--- src/rtl/br_pkg.sv ---
// Shared constants for the register-bank write-back path.
//   DATA_W   : register data width
//   ADDR_W   : register address width
//   NREG     : number of registers (2**ADDR_W)
//   REQ_ALU  : requester index of the ALU result
//   REQ_LOAD : requester index of the load data
package br_pkg;

  localparam int DATA_W   = 32;
  localparam int ADDR_W   = 5;
  localparam int NREG     = 32;

  localparam int REQ_ALU  = 0;
  localparam int REQ_LOAD = 1;

endpackage

--- src/rtl/control_escritura_br_arb_rr2.sv ---
// Two-way round-robin arbiter with a single-bit priority pointer.
//   clk, rst_n : clock, asynchronous active-low reset
//   valid[1:0] : request valids (index REQ_ALU / REQ_LOAD)
//   grant[1:0] : one-hot grant, combinational from valid and prio
//   prio       : requester favoured on the next contended cycle
// The pointer only moves when both requesters contend; a lone requester
// is granted without disturbing the fairness order.
module arb_rr2
  import br_pkg::*;
(
  input  logic       clk,
  input  logic       rst_n,
  input  logic [1:0] valid,
  output logic [1:0] grant,
  output logic       prio
);

  logic prio_nxt;

  always_comb begin
    grant    = '0;
    prio_nxt = prio;
    case (valid)
      2'b01:   grant[REQ_ALU]  = 1'b1;
      2'b10:   grant[REQ_LOAD] = 1'b1;
      2'b11: begin
        grant[prio] = 1'b1;
        prio_nxt    = ~prio;
      end
      default: grant = '0;
    endcase
  end

  always_ff @(posedge clk or negedge rst_n) begin
    if (!rst_n) prio <= 1'b0;
    else        prio <= prio_nxt;
  end

endmodule

--- src/rtl/control_escritura_br.sv ---
// Write-back controller for the register bank.
// Arbitrates the bank's single write port between the ALU result
// (requester 0) and load data (requester 1), keeps a scoreboard of
// destinations still awaiting their value, and flags read hazards.
//   reserve_valid/addr        : issue claims a destination register
//   reqN_valid/addr/data      : write-back requests, reqN_ready accepts
//   wa, data_in, we           : registered bank write port
//   ra_A, ra_B                : bank read addresses being monitored
//   stall                     : a read address hits a pending register
//   busy                      : scoreboard, one bit per register
//   err                       : sticky, write to an unreserved register
module control_escritura_br #(
  parameter int DATA_W = br_pkg::DATA_W,
  parameter int ADDR_W = br_pkg::ADDR_W,
  parameter int NREG   = br_pkg::NREG
) (
  input  logic              clk,
  input  logic              rst_n,
  input  logic              reserve_valid,
  input  logic [ADDR_W-1:0] reserve_addr,
  input  logic              req0_valid,
  input  logic [ADDR_W-1:0] req0_addr,
  input  logic [DATA_W-1:0] req0_data,
  output logic              req0_ready,
  input  logic              req1_valid,
  input  logic [ADDR_W-1:0] req1_addr,
  input  logic [DATA_W-1:0] req1_data,
  output logic              req1_ready,
  output logic [ADDR_W-1:0] wa,
  output logic [DATA_W-1:0] data_in,
  output logic              we,
  input  logic [ADDR_W-1:0] ra_A,
  input  logic [ADDR_W-1:0] ra_B,
  output logic              stall,
  output logic [NREG-1:0]   busy,
  output logic              err
);

  import br_pkg::*;

  logic [1:0]        grant;
  logic              prio;
  logic              grant_any;
  logic [ADDR_W-1:0] g_addr;
  logic [DATA_W-1:0] g_data;
  logic [NREG-1:0]   busy_nxt;
  logic              err_nxt;

  arb_rr2 u_arb (
    .clk   (clk),
    .rst_n (rst_n),
    .valid ({req1_valid, req0_valid}),
    .grant (grant),
    .prio  (prio)
  );

  assign req0_ready = grant[REQ_ALU];
  assign req1_ready = grant[REQ_LOAD];
  assign grant_any  = |grant;

  always_comb begin
    g_addr = req0_addr;
    g_data = req0_data;
    if (grant[REQ_LOAD]) begin
      g_addr = req1_addr;
      g_data = req1_data;
    end
  end

  // Write port: a grant to register 0 still completes the handshake but
  // never raises we.
  always_ff @(posedge clk or negedge rst_n) begin
    if (!rst_n) begin
      we      <= 1'b0;
      wa      <= '0;
      data_in <= '0;
    end else if (grant_any) begin
      we      <= (g_addr != '0);
      wa      <= g_addr;
      data_in <= g_data;
    end else begin
      we      <= 1'b0;
    end
  end

  // Clear first, then set: a reservation in the same cycle as the write
  // of the previous value for that register keeps it pending.
  always_comb begin
    busy_nxt = busy;
    if (grant_any)     busy_nxt[g_addr]       = 1'b0;
    if (reserve_valid) busy_nxt[reserve_addr] = 1'b1;
    busy_nxt[0] = 1'b0;
  end

  always_comb begin
    err_nxt = err;
    if (grant_any && (g_addr != '0) && !busy[g_addr]) err_nxt = 1'b1;
  end

  always_ff @(posedge clk or negedge rst_n) begin
    if (!rst_n) begin
      busy <= '0;
      err  <= 1'b0;
    end else begin
      busy <= busy_nxt;
      err  <= err_nxt;
    end
  end

  // The busy bit drops as the write is registered, so the cycle in which
  // the bank is actually written is covered by comparing against wa.
  assign stall = busy[ra_A] | busy[ra_B] |
                 (we && (wa != '0) && ((wa == ra_A) || (wa == ra_B)));

  prio_flips_on_contention : assert property (
    @(posedge clk) disable iff (!rst_n)
    (req0_valid && req1_valid) |=> (prio != $past(prio))
  );

endmodule

--- config.mk ---
export PLATFORM = sky130hd
export DESIGN_NAME = control_escritura_br
export DESIGN_NICKNAME = d
export VERILOG_FILES = /design/src/rtl/br_pkg.sv /design/src/rtl/control_escritura_br_arb_rr2.sv /design/src/rtl/control_escritura_br.sv
export SDC_FILE = /design/constraint.sdc
export NUM_CORES = 1
export LEC_CHECK = 0
export ABC_AREA = 1
export CAP_MARGIN = 40
export CORE_MARGIN = 2
export CORE_UTILIZATION = 44
export DETAILED_ROUTE_END_ITERATION = 10
export GPL_TIMING_DRIVEN = 0
export PLACE_DENSITY = 0.81
export SLEW_MARGIN = 30
export SYNTH_ARGS = -nofsm -noshare
export SYNTH_HDL_FRONTEND = slang
export SYNTH_HIERARCHICAL = 1
export SYNTH_SLANG_ARGS = --single-unit
--- constraint.sdc ---
create_clock -name clk -period 2.1 [get_ports clk]
set_input_delay 0.42 -clock clk [delete_from_list [all_inputs] [get_ports clk]]
set_output_delay 0.42 -clock clk [all_outputs]
set_load 0.02 [all_outputs]
==> metrics.md <==
| Metric | Value |
|---|---|
| Register area | `~1800 um^2` |
| Switch share | `slightly below 40%` |
| CTS sink cnt | `between 70 and 80` |
| Max Fclk | `486 MHz` |
| IO Count | `168` |
| Post-placement setup slack | `-927 ps` |
| FF-to-FF setup slack | `about 110 ps` |
| Syn. warnings | `6` |
| CTS clock-pin slew for the worst setup and hold paths | `~70 ps` |
| Post-synth top area cell | `dfrtp_1` |
| DR vias/cell | `approximately 5.5` |
| Core box area | `roughly 9300 um^2` |
| Share of the synthesized area in the top cell type | `41.9%` |
| Fin crit share | `a little over nine tenths` |
| WHS Path Cells | `2` |
| Worst Slack Setup Final | `~43 ps` |
| Critical Path Fanout Max | `4` |
| Post-synth EDFFs | `0` |
| HPWL Detailed | `~12,000 um` |
| Setup TNS | `0 ps` |
| Slew @ Worst Pin | `roughly 510 ps` |
| Syn_area_per_cell | `between 6 and 7 um^2` |
| Top cells by area, synth | `dfrtp_1 (42%), nand2_1 (17%), nand3_1 (15%)` |
| Register area share after synthesis | `between 40% and 50%` |
| Post-Synth XOR/XNOR Area | `about 1.2%` |
| Syn Std Cell Area | `4240 um^2` |
| Critical Path Source Type | `register` |
| Status | `complete, no violations` |
| Cell count after synthesis | `around 620` |
| Primary FF master, synth | `dfrtp_1` |
| Endpoints failing hold | `0` |
| Clock Skews | `approximately 15 ps` |
| Gp weighted congestion | `roughly 0.95` |
| Post-synthesis mux area share | `0%` |
| Initial Utilization | `between 40 and 50%` |
| Detail Route Antenna Nets | `0` |
| Internal | `between 3000 and 4000 uW` |
| LEAKAGE | `~0.003 uW` |
| Largest family of logic cells by synthesized area | `simple AND/OR/NAND/NOR gates` |
| CTS root buf | `clkbuf_8` |
| Pwr Density | `between 900 and 1000 nW/um^2` |
| Share of cells above drive strength 1 | `approximately a tenth` |
| Vias | `5,115` |
| Synthesized Nets | `712` |
| Total Routing Usage GR | `slightly above 30%` |
| Critical path class | `register to output port` |
| Psw | `2390 uW` |
| Row Count | `35` |
| Multi-input logic area | `around 2200 um^2` |
| Comb power frac | `about 43%` |
| Max IR drop VDD | `approximately 0.75 mV` |
| Drt wl/cell | `around 17 um` |
| Synth Area in Adders | `0%` |
| Synth unique cells | `22` |
| Yosys reg bits | `roughly 70` |
| Largest net degree at the start of global routing | `52` |
| CP required | `about 1700 ps` |
| Minimum clock period | `just over 2000 ps` |
| Max cap viols | `0` |
| Remaining DRCs | `0` |
| Worst r2r path cells | `13` |
| Fillcell total | `~770` |
| Cells after DPL | `912` |
| Worst path arrival time | `1640 ps` |
| Worst-Skew Late Latency | `340 ps` |
| Final Setup Violations | `0` |
| Grt peak-use layer | `met2` |
| Clk buf depth | `2` |
| RSZ-0062 raised after global routing | `true` |
| Ant diodes | `0` |
| CTS tree | `built` |
| Slew Limit Fails | `0` |
| CTS H-tree lvls | `3` |
| Die width | `102 um` |
| Pre-antenna DRT Iters | `5` |
| Top cells by count, synth | `nand2_1 (188), nand3_1 (130), o21ai_0 (80)` |
| Port Buffer Count | `between 150 and 200` |
| Flop pwr share | `around 36%` |
| Post-layout net count | `~900` |
| Area grow syn2layout | `54.7%` |
| Critical path capture point type | `output port` |
| Num CTS Buffers | `9` |
| Initial antenna violation count | `0` |
| Met3 global-route usage | `between 4 and 5%` |
| Drt initial violations | `340` |
| Global-route wire length before repair | `between 20,000 and 25,000 um` |
| Synth Area in Simple Gates | `approximately 35%` |
| Number of global-route vias before repair | `about 4,800` |
| Rel. slew slack | `between 60 and 70%` |
| Final instance area | `6570 um^2` |
| Global Route met2 Usage | `about 50%` |
| Worst hold path type | `register to register` |
| Gr ovfl total | `0` |
| DP Area | `between 6000 and 7000 um^2` |
| Die height | `102 um` |
| Post-Layout Cell Count | `approximately 940` |
| Final WL | `about 16,000 um` |
| Post-synth ARST share | `100%` |
| Count leader, synth | `nand2_1` |
| Die Area | `roughly 10,000 um^2` |
| Met1 usage | `a little over two fifths` |
| Clock Power Share | `between 20 and 25%` |
| Post-synthesis compound-gate area fraction | `between 10 and 15%` |
[sequential cells by signal, indices dropped and copies added, names as in the netlist]
register / flops
data_in: 32
busy: 31
wa: 5
err: 1
u_arb/prio: 1
we: 1
[final cells by class]
cell class              instances  area share (%)
inverters                      60            3.53
clock inverters                 5            1.60
multi-input cells             459            33.8
plain buffers                  28            2.76
clock buffers                  11            2.15
repair inverters                1           0.114
well taps                     129            2.46
repair buffers                174            26.4
flip-flops and latches         71            27.2
[stage by stage]
stage / power [uW] / hold slack [ps] / util [%]
floorplan: 3260 / 124 / -
global placement: 4540 / 451 / 65.2
detailed placement: 4590 / 329 / 65.4
CTS: 6000 / 474 / 70.0
global route: 6400 / 499 / 70.7
finish: 6080 / 471 / 70.7
[critical path, stage by stage (launching register included)]
cell	delay [ps]
dfrtp_2	460
inv_1	100
nand2_1	60
o211ai_1	90
nand3_1	120
nand3_1	120
nand3_1	70
nand2_1	70
nand3_1	70
buf_4	160
[layer usage]
layer / wire length (um) / up-vias
met5: 0 / -
met4: 369 / 0
met3: 1240 / 34
met2: 7800 / 250
met1: 6610 / 2412
li1: - / 2419
[power by group through the flow]
stage	combinational [uW]	clock (uW)	sequential [uW]
5_1_grt	2800	1420	2180
6_report	2590	1330	2160
2_1_floorplan	866	0	2400
4_1_cts	2520	1350	2130
3_5_place_dp	2450	0	2150
3_3_place_gp	2390	0	2140
[cell families (layout without fill, tap and decap cells)]
family / after synthesis / count (layout)
simple gates: 343 / 343
buf+inv: 88 / 279
other cells: 1 / 1
compound gates: 109 / 109
xor+xnor: 6 / 6
flops: 71 / 71
[path summary, 6_finish.rpt]
check | start | endpoint
max | busy[13]$_DFF_PN0_ | stall
min | err$_DFFE_PN0P_ | err$_DFFE_PN0P_
max reg2reg | u_arb/prio$_DFFE_PN0N_ | busy[23]$_DFF_PN0_
min reg2reg | err$_DFFE_PN0P_ | err$_DFFE_PN0P_
max in group asynchronous | rst_n | wa[2]$_DFFE_PN0N_
min in group asynchronous | rst_n | busy[20]$_DFF_PN0_
[cells in the final DEF, fill, tap and decap left out, types with 8 or more instances in the layout]
cell / instances
o211ai_1: 17
clkdlybuf4s50_1: 152
buf_4: 11
inv_2: 8
dfrtp_1: 65
nand3_1: 125
nand2_1: 186
o21ai_0: 68
clkbuf_8: 11
a21oi_1: 8
o21ai_1: 12
clkbuf_1: 16
inv_1: 50
nor2_1: 10
[what timing repair did]
action / in CTS / in global routing
cloned: 0 / 1
buffers inserted: 6 / 2
hold buffers: 1 / 0
pin swaps: 2 / 5
setup endpoints to repair: 35 / 30
hold endpoints to repair: 20 / 0
gates resized for setup: 50 / 45
Power figures use the tool's default switching activity.
